===== src/rtl/priority_encoder_8to3.sv =====
// -----------------------------------------------------------------------------
// priority_encoder_8to3
//   Registered highest-priority encoder. Reports the index of the most
//   significant asserted bit of the request vector, a valid flag, and a
//   one-hot mask of the winning bit. Single-cycle latency; every output
//   comes straight from a flop, so there is no combinational d -> output path.
//
// Ports
//   clk     in   1      clock, rising edge
//   rst     in   1      synchronous reset, active-high (beats the d sample)
//   d       in   WIDTH  request vector, bit WIDTH-1 = highest priority
//   y       out  IDX_W  index of highest set bit of d (0 when d == 0)
//   valid   out  1      sampled d had at least one bit set
//   onehot  out  WIDTH  1 << y when valid, else all zeros
// -----------------------------------------------------------------------------
module priority_encoder_8to3 #(
  parameter int WIDTH = 8,
  localparam int IDX_W = (WIDTH > 1) ? $clog2(WIDTH) : 1
) (
  input  logic             clk,
  input  logic             rst,
  input  logic [WIDTH-1:0] d,
  output logic [IDX_W-1:0] y,
  output logic             valid,
  output logic [WIDTH-1:0] onehot
);

  logic [IDX_W-1:0] y_d,      y_q;
  logic             valid_d,  valid_q;
  logic [WIDTH-1:0] onehot_d, onehot_q;

  // Scan from the LSB upward; each hit overwrites the previous one, so the
  // last hit standing is the most significant set bit. Works for any WIDTH.
  always_comb begin
    y_d      = '0;
    valid_d  = 1'b0;
    onehot_d = '0;
    for (int i = 0; i < WIDTH; i++) begin
      if (d[i]) begin
        y_d         = IDX_W'(i);
        valid_d     = 1'b1;
        onehot_d    = '0;
        onehot_d[i] = 1'b1;
      end
    end
  end

  always_ff @(posedge clk) begin
    if (rst) begin
      y_q      <= '0;
      valid_q  <= 1'b0;
      onehot_q <= '0;
    end else begin
      y_q      <= y_d;
      valid_q  <= valid_d;
      onehot_q <= onehot_d;
    end
  end

  assign y      = y_q;
  assign valid  = valid_q;
  assign onehot = onehot_q;

endmodule


===== config.mk =====
export PLATFORM = sky130hd
export DESIGN_NAME = priority_encoder_8to3
export DESIGN_NICKNAME = d
export VERILOG_FILES = /design/src/rtl/priority_encoder_8to3.sv
export SDC_FILE = /design/constraint.sdc
export NUM_CORES = 1
export LEC_CHECK = 0
export BUFFER_PORTS_ARGS = -buffer_cell sky130_fd_sc_hd__buf_2
export CAP_MARGIN = 20
export CORE_AREA = 3 3 40 42
export DETAILED_ROUTE_END_ITERATION = 8
export DIE_AREA = 0 0 43 45
export PLACE_DENSITY = 0.7
export SETUP_SLACK_MARGIN = 0.5
export SYNTH_ARGS = -nofsm -noshare
export SYNTH_HDL_FRONTEND = slang
export SYNTH_SLANG_ARGS = --single-unit

===== constraint.sdc =====
create_clock -name clk -period 0.8 [get_ports clk]
set_input_delay 0.04 -clock clk [delete_from_list [all_inputs] [get_ports clk]]
set_output_delay 0.04 -clock clk [all_outputs]
set_load 0.005 [all_outputs]

* Word level (Yosys, flattened, before mapping)
Index checks and enable logic that the tools add are counted.
** Storage, ports and cells
- Flip-flop bits (word level) :: 12
- Bits of input ports :: 10
- Output and inout bits :: 12
- Logic and storage cells :: 40
** Operators by class
- Multiplexer cells :: 23
- Reductions and logical operators :: 7
** Operators by type and width (number)
- 8-bit two-way mux :: 7
- 3-bit two-way mux :: 6
- 1-bit two-way mux :: 10
- 8-bit OR reduction :: 1
- 7-bit OR reduction :: 1
- 6-bit OR reduction :: 1
- 5-bit OR reduction :: 1
- 4-bit OR reduction :: 1
- 3-bit OR reduction :: 1
- 2-bit OR reduction :: 1

* Longest topological paths before layout
Gate-level depths: netlist (run 1).
- Depth in word-level cells :: 8
- Depth in mapped cells :: 4
- Mapped depth without buffers :: 3

* Least setup slack after synthesis (run 1)
Ideal clock, no wire load.
- Kind :: input port to flip-flop
- Start :: input port d[5]
- End :: register onehot_q[2] (netlist: onehot[2])
- Library setup time :: 0.072 ns
- Arrival :: 0.660 ns
- Required time :: 0.728 ns
- Slack :: 0.067 ns
- Stages :: 3
- Buffers on the path :: 0
- Cell sequence :: nor4_2 and2b_1 nor3b_2
** On the way
- Longest elaborated chain between the ends :: 1
** Ends and longest elaborated chain
- start, declared :: RTL line 22 : input logic [WIDTH-1:0] d,
- 6-bit OR reduction (no source line)
- end signal, assigned :: RTL line 56 : onehot_q <= onehot_d;
- end, declared :: RTL line 30 : logic [WIDTH-1:0] onehot_d, onehot_q;
Every way passes these cells.
A chain may end at the register's enable or synchronous reset.

* Worst setup path in the final report (run 1)
- Start :: register y_q[0] (netlist: y[0])
- End :: output port y[0]
** RTL lines
- start, declared :: RTL line 28 : logic [IDX_W-1:0] y_d, y_q;
- start signal, assigned :: RTL line 54 : y_q <= y_d;
- end, declared :: RTL line 23 : output logic [IDX_W-1:0] y,
No word-level cell between the ends.

==> results.ini, run 1 <==
[global_route]
grt_first_pass_wirelength_um = 1540
grt_pass1_vias = 371
grtUsageTotal_pct = 12.0
antenna_found_initial = 0
grt_max_degree = 8
grt-ovfl-total = 0

[drt]
ant_nets = 0
routed.top_layer = met4
num_vias = 383
wl_um = 1000
first_pass_iters = 1
drtIter0Drc = 0
dr_wl_met2_um = 552
viasPerCell = 4.67
drc = 0
wl_met1_um = 320
dr_wl_met3_um = 67
wl_per_cell_um = 12.2

[worst_setup_path]
cpPeakStageDelay_ns = 0.32
cp_num_cells = 1
worstSetupStartpointType = register
crit_buf_inv = 1
worstPathArrival_ns = 0.70
cp_data_required_time_ns = 0.76
slowest_stage = dfxtp_2
crit_type = register to primary output
worstPathCellList = buf_6
endpoint_kind = primary output
cp_top_family = flip-flops
cp_max_fo = 1

[power_and_ir_drop]
pwr_density_cell_mw_per_mm2 = 1730
cellLeakagePower_nw = 0.357
vdd.ir_drop.worst_mv = 0.842

[outcome]
violations = hold timing
outcome = finished, violations left

[sta]
fmax_mhz = 1350
finalMaxSlewViolations = 0
fin_crit_sh_pct = 92.8
period_minus_slack_ns = 0.742
rsz0062_at_grt = true
tns_ns = 0
hold_ws_ns = -0.0578
setup_viol = 0
slew-limit-headroom_pct = 84.0
hold_violations = 3
tightest_slew_ns = 0.239
timing.final.ws_setup_ns = 0.0580

[cts]
cts_htree_levels = 1
cts_buffer_depth = 2
cts_buffers = 3
cts_root_buffer = clkbuf_4
cts_tree = done
clkTransAtPathRegs_ns = 0.07
clock_sinks = 12

[floorplanning]
start_util_pct = 30.9
fp.dieArea_mm2 = 0.00194
die_y_um = 45
num_rows = 13
io_pins = 22
die_w_um = 43
core_area_mm2 = 0.00128

[yosys]
yosys_warnings = 0
netlist_area_um2 = 397
yosysSeqAreaShare_pct = 60.6
ys_types = 17
ys_ff_latch = 12
async_flop_share_pct = 0
yosysTopAreaCell = dfxtp_1
synthCells = 37
synth-edff-count = 0
ys_top_cells_by_area = dfxtp_1 61%, and3_1 4.7%, nor2_1 4.7%
avgSynthCellArea_um2 = 10.7
synth_top_area_share_pct = 60.6
synthFlopType = dfxtp_1
synth_nets = 47

[final_layout]
drive_gt1_share_pct = 86.6
final_util_pct = 59.6
area_growth_pct = 93.1
nets = 78
n_antenna_cell = 0

[placement]
port_buffers = 21
place_ws_ns = -0.0730
globalplace.congestion = 0.710

[run]
drv_cap = 0

[min_path]
min-delay-start = rst
holdPathStages = 2
min_path_type = input pin to register
hold_end = onehot[7]$_SDFF_PP0_

==> metrics by stage <==
step	hold slack (ns)	cell area [um2]	power, mW	cells
6_report	-0.0578	766	1.32	82
5_1_grt	-0.0759	766	1.39	82
4_1_cts	-0.0649	692	1.30	80
3_5_place_dp	0.270	592	0.775	75
3_3_place_gp	0.263	592	0.772	75
2_1_floorplan	0.102	465	0.704	37
==> metal layers <==
| layer | up-vias | track usage (%) |
|---|---|---|
| li1 | 187 | - |
| met1 | 178 | 10.2 |
| met2 | 14 | 19.2 |
| met3 | 4 | 3.19 |
| met4 | 0 | 18.1 |
| met5 | - | 0 |
==> sequential cells by signal, indices dropped and copies added (netlist names) <==
name,count
y,3
valid,1
onehot,8
==> power breakdown <==
part           internal (mW)  switching (mW)  total [mW]  leakage [nW]
Sequential             0.623         0.00636       0.629         0.102
Clock                  0.277           0.211       0.487        0.0210
Combinational          0.119          0.0874       0.206         0.234
==> cell usage after synthesis, types with 2 or more instances <==
cell / number
dfxtp_1: 12
inv_1: 2
a21oi_1: 2
nor2_1: 5
nor3b_1: 2
and3_1: 3
==> layout make-up <==
cell class / count / area (um2)
sequential: 12 / 254
multi-input combinational: 22 / 230
tap: 15 / 18.8
clock buffer: 4 / 36.3
timing repair buffer: 27 / 219
inverter: 2 / 7.51
fill: 110 / 519
==> cells by family (layout without fill, tap and decap cells) <==
group	Yosys count	count (layout)	synth area share, %
AOI/OAI and AO/OA	4	4	6.31
and+or+nand+nor	18	18	30.0
DFF	12	12	60.6
buffers and inverters	3	33	3.15
==> worst max-delay path by stage <==
stage	startpoint	end
floorplan	d[5]	onehot[2]$_SDFF_PP0_
global placement	d[5]	onehot[2]$_SDFF_PP0_
detailed placement	d[5]	onehot[2]$_SDFF_PP0_
CTS	valid$_SDFF_PP0_	valid
global route	onehot[1]$_SDFF_PP0_	onehot[1]
finish	y[0]$_SDFF_PP0_	y[0]
==> cell usage in the layout, fill, tap and decap left out <==
| master | n |
|---|---|
| dfxtp_2 | 11 |
| inv_1 | 2 |
| a21oi_2 | 1 |
| a21oi_1 | 1 |
| o41ai_2 | 1 |
| a31oi_4 | 1 |
| clkbuf_8 | 1 |
| nor2_2 | 2 |
| buf_4 | 3 |
| nor2_4 | 2 |
| nor3b_2 | 3 |
| buf_2 | 13 |
| nor4_4 | 1 |
| buf_6 | 7 |
| dfxtp_1 | 1 |
| or3_1 | 1 |
| nor2b_4 | 1 |
| nor2_1 | 1 |
| and2_4 | 1 |
| and3_1 | 3 |
| and2b_2 | 1 |
| clkbuf_4 | 4 |
| nor4b_2 | 1 |
| nor3_2 | 1 |
| buf_8 | 3 |
==> what timing repair did <==
item	CTS	global route
setup endpoints to repair	22	23
buffers inserted	1	2
gates resized for setup	17	14
pin swaps	5	7
endpoints found under the hold margin	3	3
Power figures use the tool's default switching activity.
==> run 2: changes to the inputs <==
--- a/config.mk
+++ b/config.mk
@@ -10,6 +10,7 @@
 export CORE_AREA = 3 3 40 42
 export DETAILED_ROUTE_END_ITERATION = 8
 export DIE_AREA = 0 0 43 45
+export MAX_ROUTING_LAYER = met4
 export PLACE_DENSITY = 0.7
 export SETUP_SLACK_MARGIN = 0.5
 export SYNTH_ARGS = -nofsm -noshare
==> results.ini, run 2 (same netlist as run 1, synthesis figures left out) <==
[power_and_ir_drop]
cellLeakagePower_nw = 0.357
pwr_density_cell_mw_per_mm2 = 1730
vdd.ir_drop.worst_mv = 0.842

[final_layout]
final_cell_area_um2 = 766
final_common_cell = buf_2
largest_reg_flops = 8
final_cell_mix = 13 x buf_2, 11 x dfxtp_2, 7 x buf_6
drive_gt1_share_pct = 86.6
regArea_um2 = 254
fill_cells = 110
area_growth_pct = 93.1
multi_input_area_um2 = 230
n_antenna_cell = 0
nets = 78

[sta]
setup_viol = 0
hold_violations = 3
fin_crit_sh_pct = 92.7
period_minus_slack_ns = 0.742
hold_ws_ns = -0.0572
slew-limit-headroom_pct = 84.0
tns_ns = 0
tightest_slew_ns = 0.239
rsz0062_at_grt = true
finalMaxSlewViolations = 0
fmax_mhz = 1350

[global_route]
grt_pass1_vias = 371
grtUsageTotal_pct = 12.4
grt-ovfl-total = 0
grt_max_degree = 8
antenna_found_initial = 0
grt_first_pass_wirelength_um = 1540

[outcome]
outcome = finished, violations left
violations = hold timing

[cts]
cts_htree_levels = 1
cts_root_buffer = clkbuf_4
cts_buffers = 3
clkTransAtPathRegs_ns = 0.08
cts_buffer_depth = 2
clock_sinks = 12
cts_tree = done

[placement]
post_dp_cell_area_um2 = 592
port_buffers = 21
globalplace.congestion = 0.718

[run]
drv_cap = 0

[floorplanning]
core_area_mm2 = 0.00128
start_util_pct = 30.9
num_rows = 13
fp.dieArea_mm2 = 0.00194
io_pins = 22
die_y_um = 45
die_w_um = 43

[worst_setup_path]
endpoint_kind = primary output
worstPathCellList = buf_2
worstSetupStartpointType = register
cp_top_family = flip-flops
cp_max_fo = 1
crit_buf_inv = 1
worstPathArrival_ns = 0.70
crit_type = register to primary output
cpPeakStageDelay_ns = 0.31
cp_data_required_time_ns = 0.76
slowest_stage = dfxtp_2
cp_num_cells = 1

[drt]
first_pass_iters = 1
drtIter0Drc = 0
drc = 0
num_vias = 383
wl_um = 1000
viasPerCell = 4.67
ant_nets = 0
wl_per_cell_um = 12.2

[min_path]
holdPathStages = 2
min_path_type = input pin to register

-- run 2: cell counts in the layout (fill, tap and decap cells not counted) --
No cell type changed its count.
-- run 2: routing by layer --
metal  routed length (um)  share of wire, %  track usage [%]  up-vias
met5                    0                 0                -        -
met4                   63               6.3             18.1        0
met3                   59               5.9             2.79        4
met2                  552                55             19.2       14
met1                  328                33             10.5      178
li1                     -                 -                -      187
-- run 2: final timing paths --
kind	startpoint	endpoint
worst min-delay path	rst	onehot[7]$_SDFF_PP0_
worst max-delay path	onehot[3]$_SDFF_PP0_	onehot[3]
-- run 2: power by group --
group          internal [mW]  switching [mW]  leakage, nW
clock network          0.277           0.210       0.0210
registers              0.623         0.00636        0.102
logic                  0.119          0.0874        0.234
-- run 2: timing repair --
item	CTS	global route
buffers inserted	1	2
resized for setup	17	14
endpoints found under the setup margin	22	23
endpoints found under the hold margin	3	3
pin swaps	5	7
-- run 2: metrics by stage --
stage / instances / setup WS [ns] / total power, mW / util (%) / hold slack (ns)
floorplan: 37 / 0.109 / 0.704 / - / 0.102
detailed placement: 75 / -0.0730 / 0.775 / 46.1 / 0.270
global route: 82 / 0.0192 / 1.39 / 59.6 / -0.0759
finish: 82 / 0.0584 / 1.32 / 59.6 / -0.0572
global placement: 75 / -0.0403 / 0.772 / 46.1 / 0.263
CTS: 80 / 0.0417 / 1.30 / 53.8 / -0.0649
-- run 2: layout make-up --
class / count / share of cell area (%)
clock buffer: 4 / 4.74
inverter: 2 / 0.980
multi-input combinational: 22 / 30.1
sequential: 12 / 33.2
tap: 15 / 2.45
timing repair buffer: 27 / 28.6
